File: src/rtl/avr_cpu_decode_if.sv
// Decode-stage bundle: opcode/LPM inputs from fetch, fetch control back, micro-op to execute.
// master = fetch/execute side (drives opcode), slave = decode stage.
interface avr_cpu_decode_if;
    logic [15:0] opcode;
    logic [15:0] z_ptr;
    logic [7:0]  lpm_data;
    logic [15:0] pc_update;
    logic        hold;
    logic        write_stack;
    logic        read_stack;
    logic        lpm_read;
    logic [15:0] lpm_addr;
    logic        ex_valid;
    logic [3:0]  ex_class;
    logic [4:0]  ex_rd;
    logic [4:0]  ex_rr;
    logic [15:0] ex_imm;
    logic        illegal;

    modport master (
        output opcode, z_ptr, lpm_data,
        input  pc_update, hold, write_stack, read_stack, lpm_read, lpm_addr,
        input  ex_valid, ex_class, ex_rd, ex_rr, ex_imm, illegal
    );

    modport slave (
        input  opcode, z_ptr, lpm_data,
        output pc_update, hold, write_stack, read_stack, lpm_read, lpm_addr,
        output ex_valid, ex_class, ex_rd, ex_rr, ex_imm, illegal
    );
endinterface

File: src/rtl/avr_cpu_decode.sv
// AVR decode stage: combinational fetch control, registered micro-op one cycle after IDLE decode.
// Multi-cycle LDS/STS/LPM and branch flush sequenced by a 4-state FSM; AVR_DECODE_ILLEGAL_TRAP_EN enables illegal trap.
module avr_cpu_decode #(
    parameter logic [15:0] RST_OPCODE = 16'h0000
) (
    input  logic            clk,
    input  logic            rst,
    avr_cpu_decode_if.slave bus
);
    typedef enum logic [1:0] {IDLE, SECOND, LPM_WAIT, FLUSH} state_t;

    state_t      r_state;
    logic [4:0]  r_reg;
    logic        r_alt;
    logic        r_ex_valid;
    logic [3:0]  r_ex_class;
    logic [4:0]  r_ex_rd;
    logic [4:0]  r_ex_rr;
    logic [15:0] r_ex_imm;

    logic [4:0]  w_d;
    logic [4:0]  w_r;
    logic [3:0]  w_alu_cls;
    logic        w_is_nop, w_is_ldi, w_is_rjmp, w_is_rcall, w_is_ret;
    logic        w_is_lds, w_is_sts, w_is_lpm_r0, w_is_lpm_z, w_is_lpm_zp;

    assign w_d          = bus.opcode[8:4];
    assign w_r          = {bus.opcode[9], bus.opcode[3:0]};
    assign w_is_nop     = (bus.opcode == 16'h0000) || (bus.opcode == RST_OPCODE);
    assign w_is_ldi     = (bus.opcode[15:12] == 4'hE);
    assign w_is_rjmp    = (bus.opcode[15:12] == 4'hC);
    assign w_is_rcall   = (bus.opcode[15:12] == 4'hD);
    assign w_is_ret     = (bus.opcode == 16'h9508);
    assign w_is_lds     = (bus.opcode[15:9] == 7'b1001000) && (bus.opcode[3:0] == 4'h0);
    assign w_is_sts     = (bus.opcode[15:9] == 7'b1001001) && (bus.opcode[3:0] == 4'h0);
    assign w_is_lpm_r0  = (bus.opcode == 16'h95C8);
    assign w_is_lpm_z   = ((bus.opcode[15:9] == 7'b1001000) && (bus.opcode[3:0] == 4'h4)) || w_is_lpm_r0;
    assign w_is_lpm_zp  = (bus.opcode[15:9] == 7'b1001000) && (bus.opcode[3:0] == 4'h5);

    // Two-register ALU group; 0 means "not an ALU opcode".
    always_comb begin
        w_alu_cls = 4'd0;
        case (bus.opcode[15:10])
            6'b000011: w_alu_cls = 4'd1;
            6'b000111: w_alu_cls = 4'd2;
            6'b000110: w_alu_cls = 4'd3;
            6'b001000: w_alu_cls = 4'd4;
            6'b001001: w_alu_cls = 4'd5;
            6'b001010: w_alu_cls = 4'd6;
            6'b001011: w_alu_cls = 4'd7;
            default:   w_alu_cls = 4'd0;
        endcase
    end

    // Fetch control is combinational so a branch redirects fetch in the same cycle.
    always_comb begin
        bus.pc_update   = 16'h0000;
        bus.hold        = 1'b0;
        bus.write_stack = 1'b0;
        bus.read_stack  = 1'b0;
        bus.lpm_read    = 1'b0;
        bus.lpm_addr    = 16'h0000;
        if (rst) begin
            case (r_state)
                IDLE: begin
                    if (!w_is_nop && (w_is_rjmp || w_is_rcall)) begin
                        bus.pc_update   = {{4{bus.opcode[11]}}, bus.opcode[11:0]};
                        bus.hold        = 1'b1;
                        bus.write_stack = w_is_rcall;
                    end else if (!w_is_nop && w_is_ret) begin
                        bus.read_stack = 1'b1;
                        bus.hold       = 1'b1;
                    end else if (!w_is_nop && (w_is_lpm_z || w_is_lpm_zp)) begin
                        bus.lpm_read = 1'b1;
                        bus.lpm_addr = bus.z_ptr;
                        bus.hold     = 1'b1;
                    end
                end
                LPM_WAIT: bus.hold = 1'b1;
                default: ;
            endcase
        end
    end

`ifdef AVR_DECODE_ILLEGAL_TRAP_EN
    logic r_illegal;
    assign bus.illegal = r_illegal;
`else
    assign bus.illegal = 1'b0;
`endif

    always_ff @(posedge clk or negedge rst) begin
        if (!rst) begin
            r_state    <= IDLE;
            r_reg      <= 5'd0;
            r_alt      <= 1'b0;
            r_ex_valid <= 1'b0;
            r_ex_class <= 4'd0;
            r_ex_rd    <= 5'd0;
            r_ex_rr    <= 5'd0;
            r_ex_imm   <= 16'h0000;
`ifdef AVR_DECODE_ILLEGAL_TRAP_EN
            r_illegal  <= 1'b0;
`endif
        end else begin
            r_ex_valid <= 1'b0;
            r_ex_class <= 4'd0;
            r_ex_rd    <= 5'd0;
            r_ex_rr    <= 5'd0;
            r_ex_imm   <= 16'h0000;
`ifdef AVR_DECODE_ILLEGAL_TRAP_EN
            r_illegal  <= 1'b0;
`endif
            case (r_state)
                IDLE: begin
                    if (w_is_nop) begin
                        r_ex_valid <= 1'b1;
                    end else if (w_alu_cls != 4'd0) begin
                        r_ex_valid <= 1'b1;
                        r_ex_class <= w_alu_cls;
                        r_ex_rd    <= w_d;
                        r_ex_rr    <= w_r;
                    end else if (w_is_ldi) begin
                        r_ex_valid <= 1'b1;
                        r_ex_class <= 4'd8;
                        r_ex_rd    <= {1'b1, bus.opcode[7:4]};
                        r_ex_imm   <= {8'h00, bus.opcode[11:8], bus.opcode[3:0]};
                    end else if (w_is_lds || w_is_sts) begin
                        r_reg   <= w_d;
                        r_alt   <= w_is_sts;
                        r_state <= SECOND;
                    end else if (w_is_lpm_z || w_is_lpm_zp) begin
                        r_reg   <= w_is_lpm_r0 ? 5'd0 : w_d;
                        r_alt   <= w_is_lpm_zp;
                        r_state <= LPM_WAIT;
                    end else if (w_is_rjmp || w_is_rcall || w_is_ret) begin
                        r_state <= FLUSH;
                    end else begin
`ifdef AVR_DECODE_ILLEGAL_TRAP_EN
                        r_illegal  <= 1'b1;
                        r_ex_class <= 4'd15;
`else
                        r_ex_valid <= 1'b1;
`endif
                    end
                end
                // Second word is a raw data address, never decoded.
                SECOND: begin
                    r_ex_valid <= 1'b1;
                    r_ex_class <= r_alt ? 4'd10 : 4'd9;
                    r_ex_rd    <= r_reg;
                    r_ex_imm   <= bus.opcode;
                    r_state    <= IDLE;
                end
                LPM_WAIT: begin
                    r_ex_valid <= 1'b1;
                    r_ex_class <= r_alt ? 4'd12 : 4'd11;
                    r_ex_rd    <= r_reg;
                    r_ex_imm   <= {8'h00, bus.lpm_data};
                    r_state    <= IDLE;
                end
                default: r_state <= IDLE;
            endcase
        end
    end

    assign bus.ex_valid = r_ex_valid;
    assign bus.ex_class = r_ex_class;
    assign bus.ex_rd    = r_ex_rd;
    assign bus.ex_rr    = r_ex_rr;
    assign bus.ex_imm   = r_ex_imm;
endmodule

File: src/flat_wrapper.sv
// flat-port wrapper written by rule: the top's interface ports become plain ports
module avr_cpu_decode_flat 
#(
    parameter logic [15:0] RST_OPCODE = 16'h0000
)
  (clk, rst, bus_opcode, bus_z_ptr, bus_lpm_data, bus_pc_update, bus_hold, bus_write_stack, bus_read_stack, bus_lpm_read, bus_lpm_addr, bus_ex_valid, bus_ex_class, bus_ex_rd, bus_ex_rr, bus_ex_imm, bus_illegal);
  avr_cpu_decode_if bus_i ();
  input  logic clk;
  input  logic rst;
  input wire logic [$bits(bus_i.opcode)-1:0] bus_opcode;
  input wire logic [$bits(bus_i.z_ptr)-1:0] bus_z_ptr;
  input wire logic [$bits(bus_i.lpm_data)-1:0] bus_lpm_data;
  output wire logic [$bits(bus_i.pc_update)-1:0] bus_pc_update;
  output wire logic [$bits(bus_i.hold)-1:0] bus_hold;
  output wire logic [$bits(bus_i.write_stack)-1:0] bus_write_stack;
  output wire logic [$bits(bus_i.read_stack)-1:0] bus_read_stack;
  output wire logic [$bits(bus_i.lpm_read)-1:0] bus_lpm_read;
  output wire logic [$bits(bus_i.lpm_addr)-1:0] bus_lpm_addr;
  output wire logic [$bits(bus_i.ex_valid)-1:0] bus_ex_valid;
  output wire logic [$bits(bus_i.ex_class)-1:0] bus_ex_class;
  output wire logic [$bits(bus_i.ex_rd)-1:0] bus_ex_rd;
  output wire logic [$bits(bus_i.ex_rr)-1:0] bus_ex_rr;
  output wire logic [$bits(bus_i.ex_imm)-1:0] bus_ex_imm;
  output wire logic [$bits(bus_i.illegal)-1:0] bus_illegal;
  assign bus_i.opcode = bus_opcode;
  assign bus_i.z_ptr = bus_z_ptr;
  assign bus_i.lpm_data = bus_lpm_data;
  assign bus_pc_update = bus_i.pc_update;
  assign bus_hold = bus_i.hold;
  assign bus_write_stack = bus_i.write_stack;
  assign bus_read_stack = bus_i.read_stack;
  assign bus_lpm_read = bus_i.lpm_read;
  assign bus_lpm_addr = bus_i.lpm_addr;
  assign bus_ex_valid = bus_i.ex_valid;
  assign bus_ex_class = bus_i.ex_class;
  assign bus_ex_rd = bus_i.ex_rd;
  assign bus_ex_rr = bus_i.ex_rr;
  assign bus_ex_imm = bus_i.ex_imm;
  assign bus_illegal = bus_i.illegal;
  avr_cpu_decode #(.RST_OPCODE(RST_OPCODE)) u_core (.clk(clk), .rst(rst), .bus(bus_i));
endmodule
File: config.mk
export PLATFORM = sky130hd
export DESIGN_NAME = avr_cpu_decode_flat
export DESIGN_NICKNAME = d
export VERILOG_FILES = /design/src/rtl/avr_cpu_decode_if.sv /design/src/rtl/avr_cpu_decode.sv /design/src/flat_wrapper.sv
export SDC_FILE = /design/constraint.sdc
export NUM_CORES = 1
export LEC_CHECK = 0
export ABC_CLOCK_PERIOD_IN_PS = 1900
export CAP_MARGIN = 20
export CORE_MARGIN = 2
export CORE_UTILIZATION = 37
export CTS_BUF_LIST = sky130_fd_sc_hd__clkbuf_8
export CTS_CLUSTER_DIAMETER = 30
export CTS_CLUSTER_SIZE = 40
export DETAILED_ROUTE_END_ITERATION = 7
export PLACE_DENSITY = 0.75
export SLEW_MARGIN = 40
export SYNTH_ARGS = -nofsm -noshare
export SYNTH_HDL_FRONTEND = slang
export SYNTH_SLANG_ARGS = --single-unit
File: constraint.sdc
create_clock -name clk -period 1.9 [get_ports clk]
set_clock_uncertainty 0.1 [all_clocks]
set_input_delay 0.285 -clock clk [delete_from_list [all_inputs] [get_ports clk]]
set_output_delay 0.285 -clock clk [all_outputs]
set_load 0.02 [all_outputs]
==> impl_metrics.csv, run 1 <==
group,metric,value,unit
run_status,outcome,"complete, but fails checks",
run_status,failed_checks,"negative setup slack",
layout,synthToLayoutAreaGrowth,90.9,%
layout,nNetsFinal,429,
worst_setup_path,cp_max_fo,6,
layout,finish.utilization,0.718,
power,clockPowerShare,0.195,
worst_setup_path,path_cells,"inv_2, ha_4, nand2_4, nor3_4, buf_4, buf_6, and2_4, buf_6",
placed_design,numPortBuffers,108,
synthesis,synth-seq-area-share,0.446,
power,p_leak,1.97,nW
sta,min_period_over_period,1.08,
routing,vias_per_cell,5.05,
power,power_frac_comb,0.502,
placed_design,dpl.hpwl,5340,um
clock_network,cts_max_path_buffers,2,
floorplan,die_height,80.9,um
worst_setup_path,critical_path_class,"flop to primary output",
worst_setup_path,rrSetupSlack,0.15,ns
sta,setup_ws,-0.148,ns
clock_network,cts_num_sinks,39,
synthesis,synth.area.mux_share,0.0389,
synthesis,netlist_area,2190,um^2
worst_setup_path,crit_path_top_delay_cell,"dfrtp_1",
global_route,top_usage_layer,"met2",
job,max-cap-violations,0,
worst_setup_path,crit_arrival,1.66,ns
synthesis,syn-num-nets,260,
global_route,grt_use_total,0.239,
sta,clock.fmax,488,MHz
synthesis,synth_top_family_by_area,"simple AND/OR/NAND/NOR gates",
worst_setup_path,reg2reg_from,"u_core.r_state[1]",
synthesis,ys_types,52,
global_route,antenna_found_initial,0,
clock_network,path_clk_slew,0.08,ns
routing,remaining_drc_errors,0,
power,switchingPower,1.27,mW
sta,report.final.slew_viol_count,0,
layout,nFillCells,453,
worst_setup_path,rr_worst_depth,7,
worst_setup_path,crit_path_frequent_cell,"buf_6",
synthesis,synthArstFlopShare,1.00,
sta,rsz0062_at_grt,"yes",
sta,fin_tns_setup,-2.34,ns
worst_setup_path,worst_setup_path_end_kind,"primary output",
synthesis,synthTopCellsByArea,"dfrtp_1, and2_1, nor2_1, mux2_4, ha_1",
layout,largest_reg_flops,16,
synthesis,synth-simple-area-share,0.285,
routing,vias,2320,
synthesis,yosysTopAreaCell,"dfrtp_1",
global_route,grt_pass1_wl,11700,um
worst_setup_path,cp_top_family,"buffers and inverters",
worst_setup_path,cp-start-kind,"flop",
global_route,grt_start_max_net_pins,40,
clock_network,clockRootBuffer,"clkbuf_8",
global_route,grt.overflow.total,0,
sta,final_hold_viol_count,0,
global_route,use_met1,0.283,
global_route,met3_usage,0.0489,
sta,setup_viol,35,
power,vdd_drop_max,515,uV
synthesis,synth_compound_area_frac,0.144,
layout,diodes,0,
synthesis,synth_area_per_cell,10.2,um^2
routing,drtAntennaViolNets,0,
floorplan,core,5820,um^2
clock_network,clk_latency,0.30,ns
floorplan,io_pins,110,
worst_setup_path,startpoint,"u_core.r_state[1]",
clock_network,cts_tree,"built",
floorplan,num_rows,28,
power,p_int,2.30,mW
global_route,first_global_vias,2369,
routing,drt-total-wl,7460,um
sta,finalCriticalPeriod,2.05,ns
routing,dr.pass1.iters,5,
synthesis,synth_top_area_share,0.446,
worst_setup_path,worstPathRequired,1.51,ns
routing,wl_per_cell,16.2,um
synthesis,ys_ff_latch,39,
routing,detail_route.iter0.violations,161,
layout,drive_gt1_frac,0.508,
synthesis,synthAdderAreaFrac,0.0229,
clock_network,cts_made_buffers,5,
placed_design,gp_congestion,0.850,
worst_setup_path,r2r-end,"u_core.r_reg[1]",
power,switching_share,0.356,
worst_setup_path,cp-endpoint,"bus_pc_update[2]",
floorplan,die_w,80.9,um
global_route,use_met2,0.412,
power,power_density,855,nW/um^2
floorplan,die_area,6550,um^2
worst_hold_path,min_path_type,"input pin to asynchronous set/reset pin",
synthesis,synthCells,214,
synthesis,synth_edf_count,0,
synthesis,synth_flop_cell,"dfrtp_1",
floorplan,initial_core_util,0.376,
synthesis,yosysWarnings,0,
worst_setup_path,max_stage_delay,0.40,ns
clock_network,hold_buffers,0,
power,power_frac_seq,0.303,
worst_setup_path,crit_cells,8,
clock_network,htreeDepth,2,
worst_setup_path,crit_buf_inv,4,
synthesis,synth-xor-area-share,0.00400,
cells in the final DEF, fill, tap and decap left out, drive strengths merged, types with 2 or more instances in the layout:
cell type / synthesis / final
clkbuf: 6 / 9
nor4: 2 / 2
a222oi: 4 / 4
nor2: 25 / 25
nand2: 3 / 3
dfrtp: 39 / 39
clkdlybuf4s50: 0 / 55
a21oi: 3 / 3
nand4: 2 / 2
and4: 3 / 3
a22oi: 5 / 5
clkinv: 0 / 2
o31ai: 3 / 3
nand2b: 2 / 2
ha: 4 / 4
nor2b: 4 / 4
nor3b: 2 / 2
and3: 2 / 2
inv: 4 / 4
o21ai: 6 / 6
a32oi: 6 / 6
buf: 11 / 118
a21boi: 2 / 2
mux2: 5 / 5
or2: 3 / 3
clkdlybuf4s15: 0 / 2
nor3: 5 / 5
and2: 45 / 45
synth_stat cells, types with 2 or more instances:
cell type and count:
and4_1 3, a32oi_1 5, nand4_1 2, mux2_4 5
nor2_1 24, dfrtp_1 39, a22oi_1 5, a21boi_0 2
o31ai_4 2, buf_4 5, nor2b_1 4, buf_2 3
a222oi_1 4, inv_1 4, clkbuf_1 5, and3_1 2
buf_6 3, and2_1 45, nand2_1 3, nor4_1 2
nand2b_1 2, nor3_1 4, ha_1 4, or2_2 3
o21ai_0 5, a21oi_1 3
worst reg2reg max path: stages, from the launching register on:
cell	delay [ns]
dfrtp_1	0.40
inv_2	0.08
ha_4	0.15
buf_4	0.15
o31ai_4	0.09
nor3_4	0.21
buf_12	0.15
mux2_4	0.30
metrics by stage:
step / area [um^2] / total power, mW / worst slack [ns] / hold WS, ns / instances
floorplan: 2220 / 1.93 / 0.00752 / -0.111 / 214
global placement: 3680 / 2.70 / -0.900 / 0.392 / 432
detailed placement: 3680 / 2.73 / -0.892 / 0.401 / 432
CTS: 4130 / 3.53 / -0.171 / 0.159 / 454
global route: 4180 / 3.78 / -0.213 / 0.186 / 459
finish: 4180 / 3.57 / -0.148 / 0.124 / 459
power by group through the flow:
stage / clock network, mW / logic, mW / registers [mW]
final: 0.697 / 1.79 / 1.08
after global routing: 0.750 / 1.94 / 1.09
after CTS: 0.712 / 1.74 / 1.08
after detailed placement: 0 / 1.63 / 1.10
after global placement: 0 / 1.61 / 1.09
after floorplan: 0 / 0.605 / 1.32
layer usage:
layer,share of wire,up-vias
met1,0.40,1096
met3,0.081,18
met5,0,-
met2,0.49,127
met4,0.028,0
li1,-,1079
timing repair:
action | in CTS | in global routing
gates resized for setup | 322 | 34
setup buffers | 11 | 11
endpoints found under the setup margin | 52 | 49
pin swaps | 34 | 20
gates cloned | 3 | 0
hold endpoints to repair | 0 | 0
how the worst min path moves through the flow:
stage | from | end | slack (ns)
floorplan | rst | u_core.bus.ex_class[0] | -0.11
global placement | u_core.r_reg[3] | u_core.bus.ex_rd[3] | 0.39
detailed placement | u_core.r_reg[0] | u_core.bus.ex_rd[0] | 0.40
CTS | rst | u_core.r_state[0] | 0.16
global route | rst | u_core.r_state[0] | 0.19
finish | rst | u_core.r_state[0] | 0.12
cell type report:
type	instances	area [um^2]	share of cell area
multi-input combinational	154	1310	0.314
tap	75	93.8	0.0225
inverter	4	15.0	0.00359
clock inverter	3	43.8	0.0105
sequential	39	976	0.234
timing repair buffer	179	1670	0.399
clock buffer	5	68.8	0.0165
cell families after synthesis:
logic type / Yosys count
AO/OA/AOI/OAI: 37
XOR/XNOR: 1
adder cells (fa/ha/maj): 4
buffers and inverters: 21
flip-flops: 39
multiplexers: 6
other: 1
AND/OR/NAND/NOR: 105
(Power assumes the default switching activity.)
==> run 2: changes to the inputs <==
--- a/config.mk
+++ b/config.mk
@@ -13,6 +13,7 @@
 export CTS_CLUSTER_DIAMETER = 30
 export CTS_CLUSTER_SIZE = 40
 export DETAILED_ROUTE_END_ITERATION = 7
+export GPL_TIMING_DRIVEN = 0
 export PLACE_DENSITY = 0.75
 export SLEW_MARGIN = 40
 export SYNTH_ARGS = -nofsm -noshare
==> run 2 against run 1 <==
Final cell count decreased by 7.8%. The flow finishes with violations (negative hold slack, negative setup slack). Fmax decreased by 1.9%. Die area unchanged. Highest routed layer unchanged. Combinational power about the same. Largest cell class unchanged.
==> impl_metrics.csv, run 2 (synthesis gave the netlist of run 1 again) <==
group,metric,value,unit
placed_design,dpl.hpwl,4580,um
power,power_density,937,nW/um^2
layout,drive_gt1_frac,0.443,
placed_design,numPortBuffers,102,
worst_setup_path,critical_path_class,"flop to primary output",
floorplan,die_w,80.9,um
routing,wl_per_cell,15.5,um
worst_setup_path,crit_arrival,1.70,ns
run_status,failed_checks,"negative hold slack, negative setup slack",
global_route,grt.overflow.total,0,
job,max-cap-violations,0,
routing,detail_route.iter0.violations,164,
floorplan,core,5820,um^2
power,vdd_drop_max,557,uV
worst_setup_path,startpoint,"u_core.r_state[0]",
worst_setup_path,r2r-end,"u_core.bus.ex_imm[1]",
floorplan,die_area,6550,um^2
routing,routed-wl-met2,3290,um
worst_setup_path,worstPathRequired,1.51,ns
power,p_leak,1.76,nW
worst_hold_path,min_path_type,"input pin to asynchronous set/reset pin",
layout,largest_reg_flops,16,
sta,finalCriticalPeriod,2.09,ns
sta,rsz0062_at_grt,"yes",
clock_network,cts_max_path_buffers,2,
routing,vias_per_cell,5.14,
worst_setup_path,cp-start-kind,"flop",
routing,drtAntennaViolNets,0,
sta,clock.fmax,479,MHz
layout,synthToLayoutAreaGrowth,74.2,%
power,total_power,3.57,mW
clock_network,path_clk_slew,0.08,ns
layout,final_area,3810,um^2
routing,dr.pass1.iters,6,
routing,dr.max_layer_used,"met4",
layout,nFillCells,479,
clock_network,cts_tree,"built",
global_route,grt_use_total,0.210,
global_route,grt_pass1_wl,10500,um
global_route,antenna_found_initial,0,
routing,remaining_drc_errors,0,
worst_setup_path,rrSetupSlack,0.16,ns
floorplan,num_rows,28,
routing,vias,2176,
worst_setup_path,cp-endpoint,"bus_pc_update[12]",
routing,drt-met1-wl,2530,um
sta,setup_viol,35,
run_status,outcome,"complete, but fails checks",
sta,slew_headroom,0.654,
sta,setup_ws,-0.189,ns
clock_network,cts_num_sinks,39,
worst_setup_path,cp_max_fo,5,
layout,nNetsFinal,393,
layout,finish.utilization,0.655,
sta,report.final.slew_viol_count,0,
sta,final_hold_viol_count,39,
clock_network,cts_made_buffers,5,
placed_design,place_area,3330,um^2
worst_setup_path,worst_setup_path_end_kind,"primary output",
layout,layout_commonest_cell,"clkdlybuf4s50_1",
clock_network,clk_latency,0.30,ns
placed_design,gp_congestion,0.895,
layout,final_cell_mix,"clkdlybuf4s50_1, buf_4, dfrtp_1, buf_6, nor2_1",
sta,timing.hold.ws,-0.144,ns
clock_network,htreeDepth,2,
layout,layout.cells.non_filler,423,
floorplan,die_height,80.9,um
worst_setup_path,reg2reg_from,"u_core.r_state[0]",
layout,diodes,0,
sta,tightest_slew,0.519,ns
global_route,first_global_vias,2129,
sta,min_period_over_period,1.10,
floorplan,io_pins,110,
placed_design,dpl.cell_count,391,
routing,drt-total-wl,6570,um
global_route,grt_start_max_net_pins,42,
floorplan,initial_core_util,0.376,
worst_setup_path,rr_worst_depth,7,
routing,wl_met3,625,um
clock_network,clockRootBuffer,"clkbuf_8",
## run 2: timing repair
| item | 4_1_cts | 5_1_grt |
|---|---|---|
| setup buffers | 20 | 3 |
| endpoints found under the setup margin | 56 | 54 |
| cloned | 2 | 0 |
| gates resized for setup | 299 | 13 |
| hold endpoints to repair | 39 | 39 |
| pin swaps | 18 | 3 |
## run 2: worst min-delay path by stage
stage	cells past startpoint	end	from	slack (ns)
2_1_floorplan	0	u_core.bus.ex_class[0]	rst	-0.11
3_3_place_gp	1	u_core.r_reg[1]	u_core.r_reg[1]	0.39
3_5_place_dp	1	u_core.bus.ex_rd[1]	rst	0.19
4_1_cts	1	u_core.bus.ex_rd[3]	rst	-0.12
5_1_grt	1	u_core.bus.ex_rd[1]	rst	-0.10
6_report	1	u_core.bus.ex_rd[1]	rst	-0.14
## run 2: stage by stage
step                      hold slack [ns]  setup TNS (ns)  worst slack (ns)
after global routing               -0.104           -9.07            -0.305
after CTS                          -0.122           -6.67            -0.262
after floorplan                    -0.111               0           0.00752
final                              -0.144           -5.67            -0.189
after global placement              0.393         -108.18             -2.42
after detailed placement            0.188          -51.41             -1.42
## run 2: worst max-delay path: stages (launching register included)
cell and delay (ns):
dfrtp_1 0.40, inv_2 0.08, ha_4 0.16, nand2_4 0.06, nor3_4 0.24, and2_4 0.25, buf_4 0.12, buf_6 0.10
## run 2: cell type report
cell class | instances | area (um^2) | share of cell area
Tap cell | 75 | 93.8 | 0.0246
Multi-Input combinational cell | 154 | 1260 | 0.330
Inverter | 4 | 15.0 | 0.00394
Timing Repair Buffer | 127 | 1210 | 0.317
Buffer | 16 | 148 | 0.0387
Clock inverter | 3 | 43.8 | 0.0115
Sequential cell | 39 | 976 | 0.256
Clock buffer | 5 | 68.8 | 0.0181
## run 2: metal layers
metal	vias up	track usage
met5	-	0
met4	0	0.0966
met3	12	0.0544
met2	130	0.351
met1	1024	0.252
li1	1010	-
## run 2: power breakdown
group	leakage, nW	switching (mW)	internal (mW)
clock	0.0581	0.312	0.391
combinational	1.18	0.902	0.887
sequential	0.520	0.0575	1.02
total	1.76	1.27	2.30
==> run 3: changes to the inputs <==
--- a/config.mk
+++ b/config.mk
@@ -11,10 +11,10 @@
 export CORE_UTILIZATION = 37
 export CTS_BUF_LIST = sky130_fd_sc_hd__clkbuf_8
 export CTS_CLUSTER_DIAMETER = 30
-export CTS_CLUSTER_SIZE = 40
 export DETAILED_ROUTE_END_ITERATION = 7
 export GPL_TIMING_DRIVEN = 0
-export PLACE_DENSITY = 0.75
+export HOLD_SLACK_MARGIN = 0.1
+export PLACE_DENSITY = 0.78
 export SLEW_MARGIN = 40
 export SYNTH_ARGS = -nofsm -noshare
 export SYNTH_HDL_FRONTEND = slang
==> run 3 against run 2 <==
The run still ends with negative hold slack, negative setup slack left. Count of clock-buffer cells in the layout is the same. Final cell count is 0.47% lower. Final area increased by 1.8%. Fmax decreased by 2.8%. Register-to-register slack got worse by 0.07 ns. Critical path type is now input pin to primary output.
==> impl_metrics.csv, run 3 (synthesis gave the netlist of run 1 again) <==
group,metric,value,unit
run_status,outcome,"complete, but fails checks",
run_status,failed_checks,"negative hold slack, negative setup slack",
layout,drive_gt1_frac,0.436,
global_route,grt_use_total,0.207,
power,power_frac_comb,0.488,
clock_network,cts_num_sinks,39,
routing,vias,2213,
sta,finalCriticalPeriod,2.15,ns
routing,drt-total-wl,7050,um
worst_setup_path,worst_setup_path_end_kind,"primary output",
routing,dr.pass1.iters,5,
power,clockPowerShare,0.220,
floorplan,die_w,80.9,um
floorplan,io_pins,110,
sta,final_hold_viol_count,39,
power,p_leak,1.78,nW
floorplan,core,5820,um^2
global_route,grt_pass1_wl,10200,um
layout,regArea,976,um^2
layout,largest_reg_flops,16,
worst_setup_path,path_cells,"clkdlybuf4s15_2, and2b_2, and2_1, o21ai_4, nor2_4, buf_6, and2_1, buf_6",
placed_design,gp_congestion,0.837,
floorplan,initial_core_util,0.376,
clock_network,cts_tree,"built",
sta,slew_headroom,0.651,
routing,drtAntennaViolNets,0,
sta,clock.fmax,465,MHz
worst_setup_path,max_stage_delay,0.29,ns
layout,nNetsFinal,391,
placed_design,numPortBuffers,102,
worst_setup_path,cp_max_fo,8,
global_route,antenna_found_initial,0,
sta,setup_viol,35,
clock_network,cts_made_buffers,5,
layout,multi_input_area,1270,um^2
clock_network,htreeDepth,2,
routing,vias_per_cell,5.26,
job,max-cap-violations,0,
global_route,grt_start_max_net_pins,42,
sta,min_period_over_period,1.13,
worst_hold_path,min_path_type,"input pin to asynchronous set/reset pin",
floorplan,die_height,80.9,um
layout,synthToLayoutAreaGrowth,77.4,%
placed_design,dpl.cell_count,391,
clock_network,cts_max_path_buffers,2,
layout,diodes,0,
power,switchingPower,1.27,mW
sta,tightest_slew,0.524,ns
sta,rsz0062_at_grt,"yes",
layout,layout.cells.non_filler,421,
sta,timing.hold.ws,-0.131,ns
power,vdd_drop_max,690,uV
worst_setup_path,critical_path_class,"input pin to primary output",
routing,remaining_drc_errors,0,
sta,setup_ws,-0.249,ns
floorplan,num_rows,28,
clock_network,path_clk_slew,0.07,ns
worst_setup_path,worstPathRequired,1.51,ns
worst_setup_path,rr_worst_depth,7,
clock_network,clk_latency,0.29,ns
routing,wl_per_cell,16.7,um
floorplan,die_area,6550,um^2
layout,layout_commonest_cell,"clkdlybuf4s50_1",
worst_setup_path,cp-start-kind,"input pin",
power,total_power,3.70,mW
clock_network,clockRootBuffer,"clkbuf_8",
layout,final_cell_mix,"clkdlybuf4s50_1, buf_6, dfrtp_1, nor2_1, buf_4",
layout,nFillCells,472,
power,p_int,2.43,mW
power,power_frac_seq,0.291,
worst_setup_path,crit_arrival,1.76,ns
global_route,first_global_vias,2170,
power,power_density,954,nW/um^2
sta,report.final.slew_viol_count,0,
global_route,grt.overflow.total,0,
power,switching_share,0.344,
routing,detail_route.iter0.violations,213,
worst_setup_path,crit_path_top_delay_cell,"clkdlybuf4s15_2",
placed_design,dp_worst_setup_slack,-1.36,ns
sta,fin_tns_setup,-6.56,ns
placed_design,dpl.hpwl,4650,um
[run 3: cell types whose count changed in the layout (fill, tap and decap cells not counted), moves of 2 or more]
cell / before / now
buf_4: 40 / 24
buf_6: 33 / 48
clkbuf_8: 8 / 5
buf_8: 1 / 3
clkbuf_2: 1 / 3
[run 3: layout make-up]
class                      count  area share
sequential                    39       0.251
clock inverter                 3      0.0164
timing repair buffer         126       0.321
tap                           75      0.0242
buffer                        15      0.0390
inverter                       4     0.00387
multi-input combinational    154       0.326
clock buffer                   5      0.0177
[run 3: what timing repair did]
| action | in CTS | in global routing |
|---|---|---|
| setup endpoints to repair | 56 | 55 |
| buffers inserted | 14 | 9 |
| gates resized for setup | 294 | 38 |
| hold endpoints to repair | 39 | 39 |
| pin swaps | 13 | 9 |
| gates cloned | 2 | 0 |
[run 3: path summary, 6_finish.rpt]
path	start	end	slack [ns]
min	rst	u_core.bus.ex_rd[0]	-0.13
min reg2reg	u_core.r_reg[2]	u_core.r_reg[2]	0.43
max	bus_opcode[12]	bus_lpm_addr[1]	-0.25
max in group asynchronous	rst	u_core.bus.ex_imm[9]	1.48
max reg2reg	u_core.r_state[1]	u_core.bus.ex_imm[2]	0.09
min in group clk	bus_opcode[10]	u_core.bus.ex_imm[10]	0.14
[run 3: power groups by stage]
stage	combinational, mW	clock [mW]	sequential [mW]
after CTS	1.69	0.825	1.08
after global placement	1.44	0	1.10
final	1.81	0.816	1.08
after detailed placement	1.46	0	1.10
after global routing	1.93	0.870	1.10
after floorplan	0.605	0	1.32
[run 3: metrics by stage]
stage	utilization	cell area, um^2
finish	0.667	3880
global route	0.667	3880
CTS	0.640	3720
detailed placement	0.573	3330
global placement	0.574	3340
floorplan	-	2220
[run 3: worst max-delay path: cells and delay by family]
family	cells	cell delay, ns
buf+inv	3	0.54
simple gates	4	0.81
compound gates	1	0.12
[run 3: per-layer routing]
metal | vias to the layer above | part of all wire | track usage
met1 | 1042 | 0.38 | 0.247
met5 | - | 0 | 0
met2 | 144 | 0.51 | 0.359
li1 | 1008 | - | -
met4 | 0 | 0.025 | 0.0864
met3 | 19 | 0.081 | 0.0444
